==> src/rtl/regfile_scb.sv <==
// Architectural register file with a per-register busy scoreboard.
// Two combinational read ports with optional same-cycle writeback forwarding,
// one writeback port, and an issue-side reservation port that marks a
// register as having an outstanding producer until its writeback arrives.
module regfile_scb #(
  parameter int XLEN     = 32,
  parameter int NREG     = 32,
  parameter int ZERO_REG = 1,
  parameter int BYPASS   = 1,
  localparam int AW      = $clog2(NREG)
) (
  input  logic            clk_i,
  input  logic            rst_i,
  input  logic            wen_i,
  input  logic [AW-1:0]   rd_i,
  input  logic [XLEN-1:0] wdata_i,
  input  logic [AW-1:0]   rs1_i,
  input  logic [AW-1:0]   rs2_i,
  output logic [XLEN-1:0] src1_o,
  output logic [XLEN-1:0] src2_o,
  input  logic            rsv_en_i,
  input  logic [AW-1:0]   rsv_rd_i,
  input  logic            flush_i,
  output logic            busy1_o,
  output logic            busy2_o,
  output logic            rsv_busy_o,
  output logic            waw_err_o
);

  logic [XLEN-1:0] regs_q [NREG];
  logic [NREG-1:0] busy_q;
  logic [NREG-1:0] busy_nxt;
  logic            waw_q;

  logic            wr_ok;
  logic            rsv_ok;
  logic            fwd_ok;
  logic            fwd1;
  logic            fwd2;
  logic            waw_set;

  // Index 0 is hardwired when ZERO_REG is set: never written, never reserved.
  function automatic logic is_zero_idx(input logic [AW-1:0] idx);
    return (ZERO_REG != 0) && (idx == '0);
  endfunction

  // Array read with the hardwired-zero register applied.
  function automatic logic [XLEN-1:0] arr_read(input logic [AW-1:0] idx);
    if (is_zero_idx(idx))
      return '0;
    else
      return regs_q[idx];
  endfunction

  assign wr_ok  = wen_i && !is_zero_idx(rd_i);
  assign rsv_ok = rsv_en_i && !flush_i && !is_zero_idx(rsv_rd_i);

  // Forwarding is only legal outside reset and never for the hardwired zero.
  assign fwd_ok = (BYPASS != 0) && !rst_i && wr_ok;
  assign fwd1   = fwd_ok && (rd_i == rs1_i);
  assign fwd2   = fwd_ok && (rd_i == rs2_i);

  // Read ports: array contents, overridden by the in-flight writeback.
  always_comb begin
    src1_o  = fwd1 ? wdata_i : arr_read(rs1_i);
    src2_o  = fwd2 ? wdata_i : arr_read(rs2_i);
    busy1_o = busy_q[rs1_i] && !fwd1;
    busy2_o = busy_q[rs2_i] && !fwd2;
  end

  assign rsv_busy_o = busy_q[rsv_rd_i];
  assign waw_err_o  = waw_q;

  // A reservation on a register whose producer is still outstanding is a WAW
  // hazard, unless that producer retires in this very cycle.
  assign waw_set = rsv_en_i && !flush_i && busy_q[rsv_rd_i]
                   && !(wen_i && (rd_i == rsv_rd_i));

  // Next busy vector: writeback clears, reservation sets (set wins), flush
  // clears everything and swallows any same-cycle reservation.
  always_comb begin
    busy_nxt = busy_q;
    if (flush_i) begin
      busy_nxt = '0;
    end else begin
      for (int i = 0; i < NREG; i++) begin
        if (wen_i && (rd_i == AW'(i)))
          busy_nxt[i] = 1'b0;
        if (rsv_ok && (rsv_rd_i == AW'(i)))
          busy_nxt[i] = 1'b1;
      end
    end
  end

  // Register array: writeback port; reset zeroes the whole architectural state.
  always_ff @(posedge clk_i) begin
    if (rst_i) begin
      for (int i = 0; i < NREG; i++)
        regs_q[i] <= '0;
    end else if (wr_ok) begin
      regs_q[rd_i] <= wdata_i;
    end
  end

  // Scoreboard state: busy bits and the sticky WAW error flag.
  always_ff @(posedge clk_i) begin
    if (rst_i) begin
      busy_q <= '0;
      waw_q  <= 1'b0;
    end else begin
      busy_q <= busy_nxt;
      if (waw_set)
        waw_q <= 1'b1;
    end
  end

endmodule
==> config.mk <==
export PLATFORM = sky130hd
export DESIGN_NAME = regfile_scb
export DESIGN_NICKNAME = d
export VERILOG_FILES = /design/src/rtl/regfile_scb.sv
export SDC_FILE = /design/constraint.sdc
export NUM_CORES = 2
export LEC_CHECK = 0
export BUFFER_PORTS_ARGS = -buffer_cell sky130_fd_sc_hd__buf_2
export CAP_MARGIN = 20
export CORE_MARGIN = 4
export CORE_UTILIZATION = 61
export CTS_CLUSTER_DIAMETER = 60
export DETAILED_ROUTE_END_ITERATION = 12
export PLACE_DENSITY_LB_ADDON = 0.05
export SETUP_SLACK_MARGIN = 0.4
export SLEW_MARGIN = 20
export SYNTH_ARGS = -nofsm -noshare
export SYNTH_HDL_FRONTEND = slang
export SYNTH_SLANG_ARGS = --single-unit
==> constraint.sdc <==
create_clock -name clk_i -period 12.8 [get_ports clk_i]
set_clock_uncertainty 0.15 [all_clocks]
set_input_delay 1.28 -clock clk_i [delete_from_list [all_inputs] [get_ports clk_i]]
set_output_delay 1.28 -clock clk_i [all_outputs]
set_load 0.02 [all_outputs]
[After elaboration in Yosys (flattened, before gate mapping)]
Memory sizes are Yosys's and may differ from the RTL's.
Cells that the tools add are included.
Cells by class
  add/subtract/negate cells: 0
  $mul: 0
  div/mod/pow operators: 0
  $lt $le $gt $ge: 3
  equal/unequal tests: 65
  shifts and indexed selects: 0
  multiplexer cells: 82
  bitwise operators: 0
  reductions and logical operators: 120
Operator list (number)
  $eq 5x5->1 const B: 32
  $mux 32: 5
  $eq 5x4->1 const B: 16
  $logic_and 1x1->1: 75
  $mux 1: 73
  $reduce_bool 2->1: 32
  $eq 5x3->1 const B: 8
  $reduce_or 32->1: 1
  $eq 5x2->1 const B: 4
  $logic_not 5->1: 4
  $lt 5x6->1 const B: 3
  $bmux 1 s5: 3
  $eq 5x5->1: 3
  $eq 5x1->1 const B: 2
  $logic_not 1->1: 7
  $mux 5: 1
  $reduce_or 2->1: 1
Word-level totals
  bits in registers: 33
  latch bits: 0
  RAM bits: 1024
  bits in read-only memories: 0
  logic and storage cells: 304
  memories: 1
Memory list
  regs_q: words 32, width 32, read ports 2, clocked after Yosys merged registers in 0, wr ports 32, line 30  | logic [XLEN-1:0] regs_q [NREG];

[Depth between registers and ports, before layout]
  depth in word-level cells: 8
  gate-level depth with buffers: 10
  depth with buffers taken out: 5

[Worst setup path before layout]
No wires, ideal clock.
  path type: input-to-reg
  from: input rd_i[4]
  to: memory regs_q[31][0] (enable)
  setup time: 0.466 ns
  arrival time: 4.360 ns
  data required time: 12.184 ns
  slack: 7.824 ns
  cell stages on the path: 4
  buffers on the path: 2
  path through: clkbuf_1 -> nand2_1 -> clkbuf_1 -> o21ai_0
RTL lines
  start: declaration: line 15  | input logic [AW-1:0] rd_i,
  end: declaration: line 30

[Final worst setup path]
  from: input rs2_i[1]
  to: output src2_o[15]
On the way
  longest elaborated chain between the ends: 3
  elaborated cells on any way between the ends: 6
  classes of those cells: eq/ne: 1; mux: 2; reduce/logical: 2; memory: 1
Ends and longest elaborated chain
  start: declaration: line 18  | input logic [AW-1:0] rs2_i,
  $mem_v2 32x32 (tied with other cells)
  $mux 32 or $logic_and 1x1->1 (tied branches): line 49, 61
  $mux 32 *: line 66  | src2_o = fwd2 ? wdata_i : arr_read(rs2_i);
  end: declaration: line 20  | output logic [XLEN-1:0] src2_o,
Mark *: on every way between the ends. The rest lies on a longest branch, timed or not.

==> run_summary.xml <==
<?xml version="1.0" encoding="UTF-8"?>
<metrics>
  <group name="hold_path">
    <metric name="min_path_type" unit="">reg -&gt; reg</metric>
    <metric name="holdPathEnd" unit="">waw_err_o</metric>
    <metric name="worstHoldStart" unit="">waw_err_o</metric>
    <metric name="holdPathStages" unit="">1</metric>
  </group>
  <group name="setup_path">
    <metric name="crit_chain" unit="">clkbuf_8 &gt; buf_4 &gt; buf_4 &gt; buf_4 &gt; mux4_2 &gt; a22oi_1 &gt; nand3_1 &gt; a32o_1 &gt; buf_2</metric>
    <metric name="rr_worst_depth" unit="">5</metric>
    <metric name="crit_path_frequent_cell" unit="">buf_4</metric>
    <metric name="cpMaxStageDelayCell" unit="">buf_4</metric>
    <metric name="crit_arrival" unit="ps">5790</metric>
    <metric name="r2r_slack" unit="ps">10580</metric>
    <metric name="crit_required" unit="ps">11370</metric>
    <metric name="regToRegEndpoint" unit="">waw_err_o</metric>
    <metric name="cp_top_family" unit="">buffers and inverters</metric>
    <metric name="setup.worst_path.start_class" unit="">input port</metric>
    <metric name="cp-end-kind" unit="">primary output</metric>
    <metric name="type_of_the_worst_setup_path" unit="">in -&gt; out</metric>
    <metric name="cp_slowest_stage_delay" unit="ps">790</metric>
    <metric name="crit_path_max_fanout" unit="">66</metric>
    <metric name="critical_path_buf_inv_count" unit="">5</metric>
    <metric name="rr_startpoint" unit="">busy_q[29]</metric>
  </group>
  <group name="pwr">
    <metric name="irDropWorstVdd" unit="mV">0.118</metric>
    <metric name="power.share.combinational" unit="%">13.0</metric>
    <metric name="power-per-cell-area" unit="mW/mm^2">135</metric>
    <metric name="p_clk_share" unit="%">38.8</metric>
    <metric name="share_seq_of_total_power" unit="%">48.2</metric>
    <metric name="netSwitchingPower" unit="mW">2.18</metric>
    <metric name="power.share.switching" unit="%">25.8</metric>
    <metric name="static-leakage-power" unit="nW">22.0</metric>
    <metric name="cell_internal_pwr" unit="mW">6.28</metric>
  </group>
  <group name="synth">
    <metric name="postSynthAreaPerCell" unit="sq um">14.1</metric>
    <metric name="synth-seq-cells" unit="">1057</metric>
    <metric name="yosys.cell_count.top_type" unit="">edfxtp_1</metric>
    <metric name="synth.cell_area" unit="sq mm">0.0572</metric>
    <metric name="synth_cell_types" unit="">57</metric>
    <metric name="synth-edff-count" unit="">1024</metric>
    <metric name="synth_cells" unit="">4054</metric>
    <metric name="synth_flop_cell" unit="">edfxtp_1</metric>
    <metric name="synth.top_cell.area_share" unit="%">53.8</metric>
    <metric name="synth_largest_area_cell" unit="">edfxtp_1</metric>
    <metric name="warning_count_from_the_yosys_run" unit="">0</metric>
    <metric name="synth.yosys.seq_area_share" unit="%">54.9</metric>
    <metric name="async_reset_ff_share" unit="%">0</metric>
    <metric name="post_synth_main_area_contributors" unit="">edfxtp_1, mux4_2, and2_1, mux2i_1, clkbuf_1</metric>
    <metric name="top_cells_by_instance_count_after_synthesis" unit="">edfxtp_1, and2_1, mux4_2, clkbuf_1, mux2i_1</metric>
  </group>
  <group name="sta">
    <metric name="final_hold_viol_count" unit="">0</metric>
    <metric name="worst_pin_slew" unit="ps">1170</metric>
    <metric name="final_max_tran_viols" unit="">0</metric>
    <metric name="fmax" unit="MHz">138</metric>
    <metric name="final.setup.tns" unit="ps">0</metric>
    <metric name="unrepaired_setup_endpoints_after_global_routing" unit="">no</metric>
    <metric name="time_the_final_worst_path_needs_with_i_o_delays_and_setup" unit="ps">7220</metric>
    <metric name="final-setup-viol-count" unit="">0</metric>
    <metric name="final.period_utilization" unit="%">56.4</metric>
    <metric name="final.hold.worst_slack" unit="ps">354</metric>
    <metric name="timing.slew.headroom" unit="%">21.3</metric>
    <metric name="worst_slack" unit="ps">5580</metric>
  </group>
  <group name="placed_design">
    <metric name="buffer_ports.inserted" unit="">124</metric>
    <metric name="place_congestion" unit="">0.928</metric>
    <metric name="dp_worst_setup_slack" unit="ps">5790</metric>
    <metric name="place_hpwl" unit="microns">114000</metric>
  </group>
  <group name="global_route">
    <metric name="globalRoute.totalOverflow" unit="">0</metric>
    <metric name="number_of_antenna_violations_at_the_first_check_in_global_routing" unit="">22</metric>
    <metric name="gr-usage-all-layers" unit="%">41.5</metric>
    <metric name="global_route_wire_length_before_repair" unit="microns">288000</metric>
    <metric name="maximum_number_of_pins_on_one_net_before_global_route_repair" unit="">100</metric>
    <metric name="first_global_vias" unit="">40500</metric>
  </group>
  <group name="cts">
    <metric name="numCtsBuffers" unit="">113</metric>
    <metric name="cts-resized-gates" unit="">0</metric>
    <metric name="tritoncts" unit="">done</metric>
    <metric name="clock_tree.htree_level_count" unit="">3</metric>
    <metric name="cts_hold_repair.buffers" unit="">0</metric>
    <metric name="ctsLongestPathBuffers" unit="">3</metric>
    <metric name="post_cts.repair.setup_buffers" unit="">0</metric>
    <metric name="path_clk_slew" unit="ps">60</metric>
    <metric name="cts_root_buf" unit="">clkbuf_16</metric>
    <metric name="clock_sink_count" unit="">1057</metric>
    <metric name="insertion_delay" unit="ps">690</metric>
  </group>
  <group name="cells_and_area">
    <metric name="area_growth_syn_to_layout" unit="%">9.81</metric>
    <metric name="fraction_of_layout_instances_using_a_drive_strength_above_1" unit="%">22.4</metric>
    <metric name="utilization" unit="%">67.4</metric>
    <metric name="final_nets" unit="">4054</metric>
    <metric name="fillers" unit="">6552</metric>
  </group>
  <group name="floorplan">
    <metric name="floorplan.die_area" unit="sq mm">0.0987</metric>
    <metric name="fp.dieH" unit="microns">314</metric>
    <metric name="initial_core_util" unit="%">61.4</metric>
    <metric name="die_x" unit="microns">314</metric>
    <metric name="area_inside_the_core_boundary" unit="sq mm">0.0932</metric>
    <metric name="io_pins" unit="">125</metric>
    <metric name="num_rows" unit="">112</metric>
  </group>
  <group name="detailed_routing">
    <metric name="drtIter0Drc" unit="">6366</metric>
    <metric name="detail_route.first_pass.iterations" unit="">6</metric>
    <metric name="antenna_left" unit="">0</metric>
    <metric name="detailroute.via_count" unit="">39700</metric>
    <metric name="detail_route.drc_violations" unit="">0</metric>
    <metric name="route.detailed.vias_per_inst" unit="">7.42</metric>
    <metric name="route.final.wire_length" unit="microns">205000</metric>
    <metric name="average_routed_wire_per_standard_cell" unit="microns">38.3</metric>
  </group>
  <group name="run">
    <metric name="max_cap_viol_count" unit="">0</metric>
  </group>
  <group name="run_status">
    <metric name="status" unit="">complete, no violations</metric>
  </group>
</metrics>
-- worst register-to-register path: cells and delay by family (launching register included) --
| kind | cells | cell delay (ps) |
|---|---|---|
| AOI/OAI and AO/OA | 3 | 740 |
| DFF | 1 | 350 |
| muxes | 1 | 480 |
| and+or+nand+nor | 1 | 410 |
-- through the flow --
step	area, sq um	cells	total power, mW
floorplan	57300	4085	4.79
global placement	59100	5134	5.18
detailed placement	59100	5135	5.22
CTS	62800	5341	8.43
global route	62800	5342	8.66
finish	62800	5349	8.46
-- cells by family (layout without fill, tap and decap cells) --
family / count (synthesis) / count (layout) / synth area share, %
AO/OA/AOI/OAI: 527 / 527 / 7.00
flip-flops: 1057 / 1057 / 54.9
AND/OR/NAND/NOR: 1326 / 1326 / 13.6
XOR/XNOR: 15 / 15 / 0.262
multiplexers: 689 / 689 / 21.0
buffers and inverters: 439 / 442 / 3.26
other: 1 / 39 / 0.00656
-- area by class of cell --
type | count | area, sq um | share of cell area (%)
well taps | 1254 | 1570 | 2.50
clock inverters | 75 | 706 | 1.12
multi-input cells | 2589 | 24600 | 39.2
repair buffers | 231 | 1550 | 2.46
diodes | 7 | 17.5 | 0.0279
clock buffers | 131 | 2940 | 4.68
flip-flops and latches | 1057 | 31400 | 50.0
inverters | 5 | 20.0 | 0.0319
-- power groups by stage --
stage | logic [mW] | clock network (mW) | registers, mW
5_1_grt | 1.13 | 3.43 | 4.10
4_1_cts | 1.07 | 3.29 | 4.08
6_report | 1.10 | 3.28 | 4.08
2_1_floorplan | 0.676 | 0 | 4.12
3_5_place_dp | 1.07 | 0 | 4.15
3_3_place_gp | 1.06 | 0 | 4.13
-- state kept, by name, indices dropped and copies added (netlist names) --
register and cells:
regs_q 1024, busy_q 32, waw_err_o 1
-- worst max path at each step --
stage | startpoint | endpoint | slack [ps] | depth (start not counted)
floorplan | rd_i[4] | regs_q[31][0] | 7820 | 4
detailed placement | rs2_i[1] | src2_o[18] | 5790 | 8
CTS | rs2_i[1] | src2_o[18] | 5780 | 8
global route | rs2_i[1] | src2_o[14] | 5630 | 9
finish | rs2_i[1] | src2_o[15] | 5580 | 9
global placement | rs2_i[1] | src2_o[15] | 5820 | 9
-- per-layer routing --
metal / wire length [microns] / vias up / global-route usage (%)
met2: 93500 / 3453 / 63.8
met1: 67700 / 20000 / 52.9
met5: 49 / - / 0
li1: - / 15500 / -
met4: 15800 / 6 / 26.7
met3: 27900 / 727 / 10.8
-- layout by cell type (no fill, tap or decap), types with 25 or more instances in the layout --
cell type,count
buf_4,104
o21ai_4,31
o221ai_1,46
o21ai_0,30
mux2i_1,258
edfxtp_1,1024
a22oi_1,118
o21bai_1,26
clkinv_2,30
mux4_2,407
nand2_1,70
nor2_1,102
dfxtp_1,33
nand3_1,34
and2_1,1020
a32o_1,33
a2111o_1,25
clkbuf_16,115
a221oi_1,95
buf_2,118
conb_1,32
a21oi_1,87
Note: power is estimated with default switching activity, not from simulation.
